`config.mk`:
```
export PLATFORM = sky130hd
export DESIGN_NAME = updown_mod_counter
export DESIGN_NICKNAME = d
export VERILOG_FILES = /design/src/rtl/counter_pkg.sv /design/src/rtl/updown_next_val.sv /design/src/rtl/updown_mod_counter.sv
export SDC_FILE = /design/constraint.sdc
export NUM_CORES = 1
export LEC_CHECK = 0
export BUFFER_PORTS_ARGS = -buffer_cell sky130_fd_sc_hd__buf_2
export CORE_AREA = 2 2 39 41
export CTS_BUF_LIST = sky130_fd_sc_hd__clkbuf_4
export DETAILED_ROUTE_END_ITERATION = 16
export DIE_AREA = 0 0 41 43
export PLACE_DENSITY_LB_ADDON = 0.05
export SLEW_MARGIN = 10
export SYNTH_ARGS = -nofsm -noshare
export SYNTH_HDL_FRONTEND = slang
export SYNTH_HIERARCHICAL = 1
export SYNTH_SLANG_ARGS = --single-unit
```
`constraint.sdc`:
```
create_clock -name clk -period 2.7 [get_ports clk]
set_input_delay 0.27 -clock clk [delete_from_list [all_inputs] [get_ports clk]]
set_output_delay 0.27 -clock clk [all_outputs]
set_load 0.005 [all_outputs]
```
`src/rtl/counter_pkg.sv`:
```
// Shared definitions for the up/down modulo counter family: default sizes,
// direction encodings and the load clamp helper.
package counter_pkg;

  localparam int DEF_WIDTH   = 4;
  localparam int DEF_MODULUS = 16;

  localparam logic DIR_UP = 1'b1;
  localparam logic DIR_DN = 1'b0;

  // Out-of-range load values land on the top of the count range.
  function automatic logic [31:0] clamp_load(input logic [31:0] dn, input logic [31:0] modulus);
    return (dn < modulus) ? dn : modulus - 32'd1;
  endfunction

endpackage

```
`src/rtl/updown_next_val.sv`:
```
// Combinational next-count and wrap-detect logic for updown_mod_counter.
// UPDN_COUNTER_SAT_EN selects saturating limits instead of modulo wrap.
module updown_next_val
  import counter_pkg::*;
#(
  parameter int WIDTH   = DEF_WIDTH,
  parameter int MODULUS = DEF_MODULUS
) (
  input  logic [WIDTH-1:0] q,
  input  logic             load,
  input  logic             en,
  input  logic             up,
  input  logic [WIDTH-1:0] dn,
`ifdef UPDN_COUNTER_SAT_EN
  input  logic             sat_hit,
  output logic             sat_hit_next,
`endif
  output logic [WIDTH-1:0] q_next,
  output logic             wrap_next
);

  // One extra bit keeps MODULUS = 2**WIDTH representable without special cases.
  localparam logic [WIDTH:0] MAX_VAL = (WIDTH+1)'(MODULUS - 1);

  logic [WIDTH:0] q_ext;
  logic           at_max;
  logic           at_zero;
  logic           at_limit;

  assign q_ext    = {1'b0, q};
  assign at_max   = (q_ext == MAX_VAL);
  assign at_zero  = (q_ext == '0);
  assign at_limit = (up == DIR_UP) ? at_max : at_zero;

  always_comb begin
    q_next    = q;
    wrap_next = 1'b0;
    if (load) begin
      q_next = WIDTH'(clamp_load(32'(dn), 32'(MODULUS)));
    end else if (en) begin
      if (at_limit) begin
`ifdef UPDN_COUNTER_SAT_EN
        q_next    = q;
        wrap_next = ~sat_hit;
`else
        q_next    = (up == DIR_UP) ? '0 : WIDTH'(MAX_VAL);
        wrap_next = 1'b1;
`endif
      end else if (up == DIR_UP) begin
        q_next = WIDTH'(q_ext + (WIDTH+1)'(1));
      end else begin
        q_next = WIDTH'(q_ext - (WIDTH+1)'(1));
      end
    end
  end

`ifdef UPDN_COUNTER_SAT_EN
  // Remembers that the current stay at a limit has already been reported.
  always_comb begin
    sat_hit_next = sat_hit;
    if (load) begin
      sat_hit_next = 1'b0;
    end else if (en) begin
      sat_hit_next = at_limit;
    end
  end
`endif

endmodule

```
`src/rtl/updown_mod_counter.sv`:
```
// Loadable up/down modulo-N counter with terminal-count flag and registered wrap pulse.
// Define UPDN_COUNTER_SAT_EN to saturate at 0 / MODULUS-1 instead of wrapping.
module updown_mod_counter
  import counter_pkg::*;
#(
  parameter int WIDTH   = DEF_WIDTH,
  parameter int MODULUS = DEF_MODULUS,
  parameter int RST_VAL = 0
) (
  input  logic             clk,
  input  logic             rst,
  input  logic             load,
  input  logic             en,
  input  logic             up,
  input  logic [WIDTH-1:0] dn,
  output logic [WIDTH-1:0] q,
  output logic             tc,
  output logic             wrap
);

  localparam logic [WIDTH:0] MAX_VAL = (WIDTH+1)'(MODULUS - 1);

  logic [WIDTH-1:0] q_next;
  logic             wrap_next;

`ifdef UPDN_COUNTER_SAT_EN
  logic sat_hit;
  logic sat_hit_next;
`endif

  updown_next_val #(
    .WIDTH   (WIDTH),
    .MODULUS (MODULUS)
  ) u_next (
    .q            (q),
    .load         (load),
    .en           (en),
    .up           (up),
    .dn           (dn),
`ifdef UPDN_COUNTER_SAT_EN
    .sat_hit      (sat_hit),
    .sat_hit_next (sat_hit_next),
`endif
    .q_next       (q_next),
    .wrap_next    (wrap_next)
  );

  always_ff @(posedge clk or posedge rst) begin
    if (rst) begin
      q    <= WIDTH'(RST_VAL);
      wrap <= 1'b0;
    end else begin
      q    <= q_next;
      wrap <= wrap_next;
    end
  end

`ifdef UPDN_COUNTER_SAT_EN
  always_ff @(posedge clk or posedge rst) begin
    if (rst) begin
      sat_hit <= 1'b0;
    end else begin
      sat_hit <= sat_hit_next;
    end
  end
`endif

  // Predicts a wrap (or limit hit) on the coming edge.
  assign tc = en & ~load &
              (((up == DIR_UP) & ({1'b0, q} == MAX_VAL)) |
               ((up == DIR_DN) & (q == '0)));

endmodule

```
---- After elaboration in Yosys (flattened, before gate mapping) ----
Index checks and enable logic that the tools add are counted.
operators by class
  equality and inequality tests ........... 1
  add/subtract/negate cells ............... 2
  bitwise operators ....................... 7
  mux-type cells .......................... 9
  reductions and logical operators ........ 3
operators by type and width
  cell                 number
  $mux 4               5
  $logic_not 5->1      1
  $add 4x1->4 const B  1
  $and 1x1->1          4
  $eq 4x4->1 const B   1
  $logic_not 4->1      1
  $mux 1               4
  $sub 4x1->4 const B  1
  $not 1->1            2
  $reduce_bool 2->1    1
  $or 1x1->1           1
storage, ports and cells
  input port bits ......................... 9
  flip-flop bits (word level) ............. 5
  logic and storage cells ................. 24
  output and inout port bits .............. 6

---- Logic depth before layout (Yosys ltp) ----
Gate-level depths: netlist (run 1).
  word-level depth ........................ 5
  mapped depth ............................ 6
  mapped depth without buffers ............ 6

---- Cells and area by module ----
Netlist (run 1), hierarchy kept.
modules (own cells, without submodules)
  module              cells an instance  instances  area each (µm²)  seq. area each (µm²)
  updown_next_val     34                 1          236.5            0.0
  updown_mod_counter  11                 1          165.2            125.1

---- Worst setup path before layout (run 1) ----
No wires, ideal clock.
  kind .................................... reg2out
  from .................................... reg q[3]
  to ...................................... out tc
  buffers on the path ..................... 0
  slack ................................... 1.298 ns
  required time ........................... 2.430 ns
  cell stages (with the launch flop) ...... 3
  arrival ................................. 1.132 ns
  path through ............................ dfrtp_1 > or4_1 > o22ai_1
on the way
  longest elaborated chain between the ends .. 4
  elaborated cells on any way between the ends .. 6
  those cells by class .................... eq/ne (1); bitwise (4); reduce/logical (1)
RTL lines
  element                                        line                                                text
  from (decl)                                    updown_mod_counter.sv:16                            output logic [WIDTH-1:0] q,
  from (signal assigned)                         updown_mod_counter.sv:50                            q <= WIDTH'(RST_VAL);
  from (signal assigned)                         updown_mod_counter.sv:53                            q <= q_next;
  $eq 4x4->1 or $logic_not 4->1 (tied branches)  updown_mod_counter.sv:70, updown_mod_counter.sv:71
  $and 1x1->1 (on tied branches)                 updown_mod_counter.sv:70, updown_mod_counter.sv:71
  $or 1x1->1 (*)                                 updown_mod_counter.sv:70                            (((up == DIR_UP) & ({1'b0, q} == MAX_VAL)) |
  $and 1x1->1 (*)                                updown_mod_counter.sv:69                            assign tc = en & ~load &
  to (decl)                                      updown_mod_counter.sv:17                            output logic tc,
Every way passes the cells marked *; elsewhere a longest branch is shown, timed or not.

---- Final worst setup path (run 1) ----
Same ends and word-level chain as after synthesis.

==> results of run 1 <==
-- cell type report --
cell class                 count  area, um2  area share (%)
inverter                       2       7.51            1.42
sequential                     5        125            23.7
multi-input combinational     37        265            50.2
tap                           16       20.0            3.79
clock buffer                   4       30.0            5.69
timing repair buffer          15       80.1            15.2
-- layout by cell type (no fill, tap or decap), types with 2 or more instances in the layout --
cell       n
dfrtp_1    5
buf_2     14
nand3_1    3
xor2_1     2
inv_1      2
a21oi_1    4
nand2_1    5
nor2_1     4
clkbuf_4   4
ha_1       2
o31ai_2    3
-- layer usage --
metal	GRT usage (%)	vias up	share of wire (%)
li1	-	199	-
met1	19.1	191	44
met2	20.9	9	49
met3	1.57	2	5.6
met4	12.0	0	1.5
met5	0	-	0
-- registers in the layout, indices dropped and copies added, names as in the netlist --
name  cells
q         4
wrap      1
-- worst max path at each step --
stage                     start  endpoint  slack (ns)  cells after the start
final                      q[3]        tc        0.90                      3
after global routing       q[3]        tc        0.84                      3
after CTS                  q[3]        tc        0.88                      3
after detailed placement     up      q[3]        1.15                      7
after global placement     q[3]        tc        1.14                      3
after floorplan            q[3]        tc        1.30                      2
-- per-stage QoR --
stage	util [%]	hold slack (ns)
after floorplan	-	0.0485
after global placement	35.3	0.173
after detailed placement	35.3	0.179
after CTS	38.2	0.238
after global routing	38.2	0.240
final	38.2	0.238
-- cell families after synthesis --
kind of cell    synth area share [%]
simple gates                    25.2
compound gates                  23.1
flops                           31.2
xor+xnor                        6.54
buf+inv                         2.80
fa+ha+maj                       11.2
-- worst register-to-register path: cells and delay by family, from the launching register on --
kind,cells,cell delay [ns]
AO/OA/AOI/OAI,3,0.46
flip-flops,1,0.45
adder cells (fa/ha/maj),1,0.35
AND/OR/NAND/NOR,1,0.09
-- power groups by stage --
| stage | logic, mW | registers (mW) | clock network [mW] |
|---|---|---|---|
| after CTS | 0.0799 | 0.102 | 0.0993 |
| final | 0.0791 | 0.102 | 0.0960 |
| after global placement | 0.0777 | 0.105 | 0 |
| after global routing | 0.0914 | 0.104 | 0.109 |
| after detailed placement | 0.0785 | 0.103 | 0 |
| after floorplan | 0.0530 | 0.0992 | 0 |
-- timing repair --
item | in CTS | in global routing
hold buffers | 1 | 0
hold endpoints to repair | 5 | 0
resized for setup | 0 | 0
==> flow_metrics.tcl, run 1 <==
set metrics [dict create \
    drv_cap 0 \
    crit_type "flop to output port" \
    dp_hpwl_um 732 \
    yosysUniqueCellTypes 24 \
    synth_top_area_share_pct 31.2 \
    wl_per_cell_um 12.0 \
    grt_pass1_wl_mm 1.74 \
    worstHoldStart "dn[2]" \
    cts_buffers 3 \
    grt_max_degree 12 \
    postCtsSetupBuffers 0 \
    period_share_pct 66.6 \
    dpl.cell_count 74 \
    drive_gt1_share_pct 36.5 \
    tightest_slew_ns 0.301 \
    p_seq_share_pct 36.8 \
    fin_nets 76 \
    die_area_um2 1760 \
    min_to "q[2]" \
    area_growth_syn_to_layout_pct 31.5 \
    status "finished, final reports clean" \
    p_leak_nw 0.255 \
    fp-row-count 14 \
    reg2reg_depth 5 \
    power_uw 277 \
    antenna_found_initial 0 \
    ys_async_sr_fraction_pct 100 \
    cts_root_buf "clkbuf_4" \
    finalSetupTns_ns 0 \
    initial_utilization_pct 29.0 \
    worstPathArrival_ns 1.53 \
    cp-start-kind "flop" \
    maxSlewHeadroom_pct 79.9 \
    cp.buffers_inverters 1 \
    drtIter0Drc 3 \
    power.internal_uw 189 \
    critical-path-max-stage-delay_ns 0.54 \
    setup_viol 0 \
    synth_commonest_cells "dfrtp_1, nand2_1, a21oi_1, nor2_1" \
    grt_pass1_vias 397 \
    worst_slack_ns 0.901 \
    hold_path_depth 3 \
    drc_errors 0 \
    power.switching_uw 88.0 \
    hold_violations 0 \
    ctsLongestPathBuffers 2 \
    timing.fmax_ghz 0.556 \
    switching_share_pct 31.8 \
    grt_overflow_total 0 \
    instances_no_fill 79 \
    peakVddDrop_mv 0.165 \
    io_pins 15 \
    grt_usage_pct 14.8 \
    place.gp.congestion 0.717 \
    fin_crit_ns 1.80 \
    drt_wl_total_um 946 \
    cp-end-kind "output port" \
    synth_area_leaders "dfrtp_1, o31ai_2, ha_1, a21oi_1, fa_1" \
    die_w_um 41 \
    reg2reg_from "q[2]" \
    yosysWarnings 6 \
    final_cell_area_um2 528 \
    hp-class "input port to flop" \
    fill_cells 159 \
    cts_tree "yes" \
    synth-edff-count 0 \
    synth_seq_area_share_pct 31.2 \
    clkTransAtPathRegs_ns 0.05 \
    synthesis.nets 57 \
    crit_path_cell_trace "or4_1, o22ai_1, buf_2" \
    r2r_end "q[3]" \
    combPwrFrac_pct 28.5 \
    skew_ns 0.00654 \
    htree_levels 1 \
    crit_fanout 7 \
    via_per_inst 5.08 \
    cts_sinks 5 \
    netlist_instances 45 \
    rsz0062_at_grt "no" \
    diodes 0 \
    p_per_area_nw_per_um2 525 \
    core_um2 1380 \
    dr.pass1.iters 4 \
    die_h_um 43 \
    place_area_um2 488 \
    vias 401 \
    ant_nets 0 \
    dp_slack_ns 1.15 \
    ys.flop_type "dfrtp_1" \
    clockPowerShare_pct 34.7 \
    avgSynthCellArea_um2 8.93 \
    syn_area_um2 402 \
    synth_top_area_cell "dfrtp_1" \
    cp_slowest_cell "or4_1" \
    ys_ff_latch 5 \
    rrSetupSlack_ns 1.21 \
    critPathRequiredTime_ns 2.43 \
    cp_top_family "simple AND/OR/NAND/NOR gates" \
    port_buffers 14 \
    insertion_delay_ns 0.24 \
    maxSlewViolCount 0 \
]
Power figures use the tool's default switching activity.
==> inputs of run 2 (changes only) <==
==> constraint.sdc (replaced) <==
create_clock -name clk -period 1.5 [get_ports clk]
set_input_delay 0.15 -clock clk [delete_from_list [all_inputs] [get_ports clk]]
set_output_delay 0.15 -clock clk [all_outputs]
set_load 0.005 [all_outputs]
==> flow_metrics.tcl, run 2 (synthesis gave the netlist of run 1 again) <==
set metrics [dict create \
    status "finished with violations" \
    violations "setup timing" \
    worst_slack_ns -0.0639 \
    maxSlewViolCount 0 \
    grt_pass1_vias 432 \
    grt_max_degree 12 \
    instances_no_fill 87 \
    ctsLongestPathBuffers 2 \
    critPathRequiredTime_ns 1.35 \
    whs_ns 0.119 \
    regMostFlops "q" \
    timing.fmax_ghz 0.639 \
    p_per_area_nw_per_um2 901 \
    dr.pass1.iters 2 \
    port_buffers 14 \
    cp-start-kind "flop" \
    htree_levels 1 \
    drt_wl_total_mm 1.09 \
    drv_cap 0 \
    place.gp.congestion 0.760 \
    crit_type "flop to output port" \
    final_cell_mix "buf_2, buf_4, dfrtp_1, nand2_1" \
    core_um2 1380 \
    insertion_delay_ns 0.24 \
    grt_usage_pct 14.7 \
    cts_root_buf "clkbuf_4" \
    area_growth_syn_to_layout_pct 55.8 \
    die_w_um 41 \
    grt_pass1_wl_mm 1.79 \
    tightest_slew_ns 0.221 \
    skew_ns 0.00191 \
    critical-path-max-stage-delay_ns 0.54 \
    drc_errors 0 \
    wl_per_cell_um 12.6 \
    period_share_pct 104 \
    die_h_um 43 \
    maxSlewHeadroom_pct 85.3 \
    layout_commonest_cell "buf_2" \
    dp_hpwl_um 838 \
    worstPathArrival_ns 1.41 \
    fin_nets 84 \
    fin_crit_ns 1.56 \
    p_leak_nw 0.297 \
    dpl.cell_count 80 \
    crit_fanout 2 \
    fp-row-count 14 \
    rsz0062_at_grt "yes" \
    grt_overflow_total 0 \
    hp-class "input port to flop" \
    initial_utilization_pct 29.0 \
    io_pins 15 \
    finalSetupTns_ns -0.0639 \
    largest_reg_flops 4 \
    cts_tree "yes" \
    cts_buffers 3 \
    drive_gt1_share_pct 52.1 \
    largestRegisters "q x4, wrap x1" \
    hold_violations 0 \
    via_per_inst 4.89 \
    peakVddDrop_mv 0.298 \
    vias 425 \
    cp-end-kind "output port" \
    ant_nets 0 \
    clkTransAtPathRegs_ns 0.04 \
    die_area_um2 1760 \
    diodes 0 \
    drtIter0Drc 1 \
    antenna_found_initial 0 \
    setup_viol 1 \
    cts_sinks 5 \
    cp_slowest_cell "or4_4" \
    crit_path_cell_trace "or4_4, o22ai_2, buf_2" \
]
-- run 2: area by class of cell --
type / count / area, um2
tap: 16 / 20.0
fill: 142 / 758
timing repair buffer: 23 / 140
multi-input combinational: 37 / 303
clock buffer: 4 / 30.0
sequential: 5 / 125
inverter: 2 / 7.51
-- run 2: final timing paths --
kind	start	depth (start not counted)	to	slack (ns)
min reg2reg	q[3]	4	wrap	0.70
max in group asynchronous	rst	3	q[0]	0.95
max reg2reg	q[1]	6	q[3]	0.08
min	dn[0]	3	q[0]	0.12
max	q[1]	3	tc	-0.06
min in group asynchronous	rst	3	wrap	0.36
-- run 2: timing repair --
action / 4_1_cts / 5_1_grt
endpoints found under the setup margin: 1 / 3
gates resized for setup: 4 / 2
pin swaps: 3 / 1
buffers inserted: 2 / 0
cloned: 0 / 0
hold buffers: 1 / 0
hold endpoints to repair: 5 / 0
-- run 2: power by group --
part / switching, mW / internal, mW
clock: 0.0538 / 0.119
combinational: 0.113 / 0.117
sequential: 0.0112 / 0.150
-- run 2: metrics by stage --
| step | area, um2 | power (mW) | utilization, % | worst slack, ns |
|---|---|---|---|---|
| finish | 626 | 0.564 | 45.2 | -0.0639 |
| detailed placement | 533 | 0.358 | 38.5 | 0.0747 |
| global placement | 533 | 0.360 | 38.5 | 0.0866 |
| floorplan | 402 | 0.274 | - | 0.113 |
| CTS | 614 | 0.564 | 44.4 | -0.0805 |
| global route | 626 | 0.606 | 45.2 | -0.0962 |
-- run 2: critical path: cells and delay by family (launching register included) --
family / cells / cell delay (ns)
and+or+nand+nor: 1 / 0.54
DFF: 1 / 0.37
AOI/OAI and AO/OA: 1 / 0.14
buffers and inverters: 1 / 0.13
-- run 2: per-layer routing --
metal / share of wire, % / track usage [%]
met1: 47 / 19.2
met3: 5.6 / 1.57
met4: 0 / 6.00
met2: 48 / 23.4
met5: 0 / 0
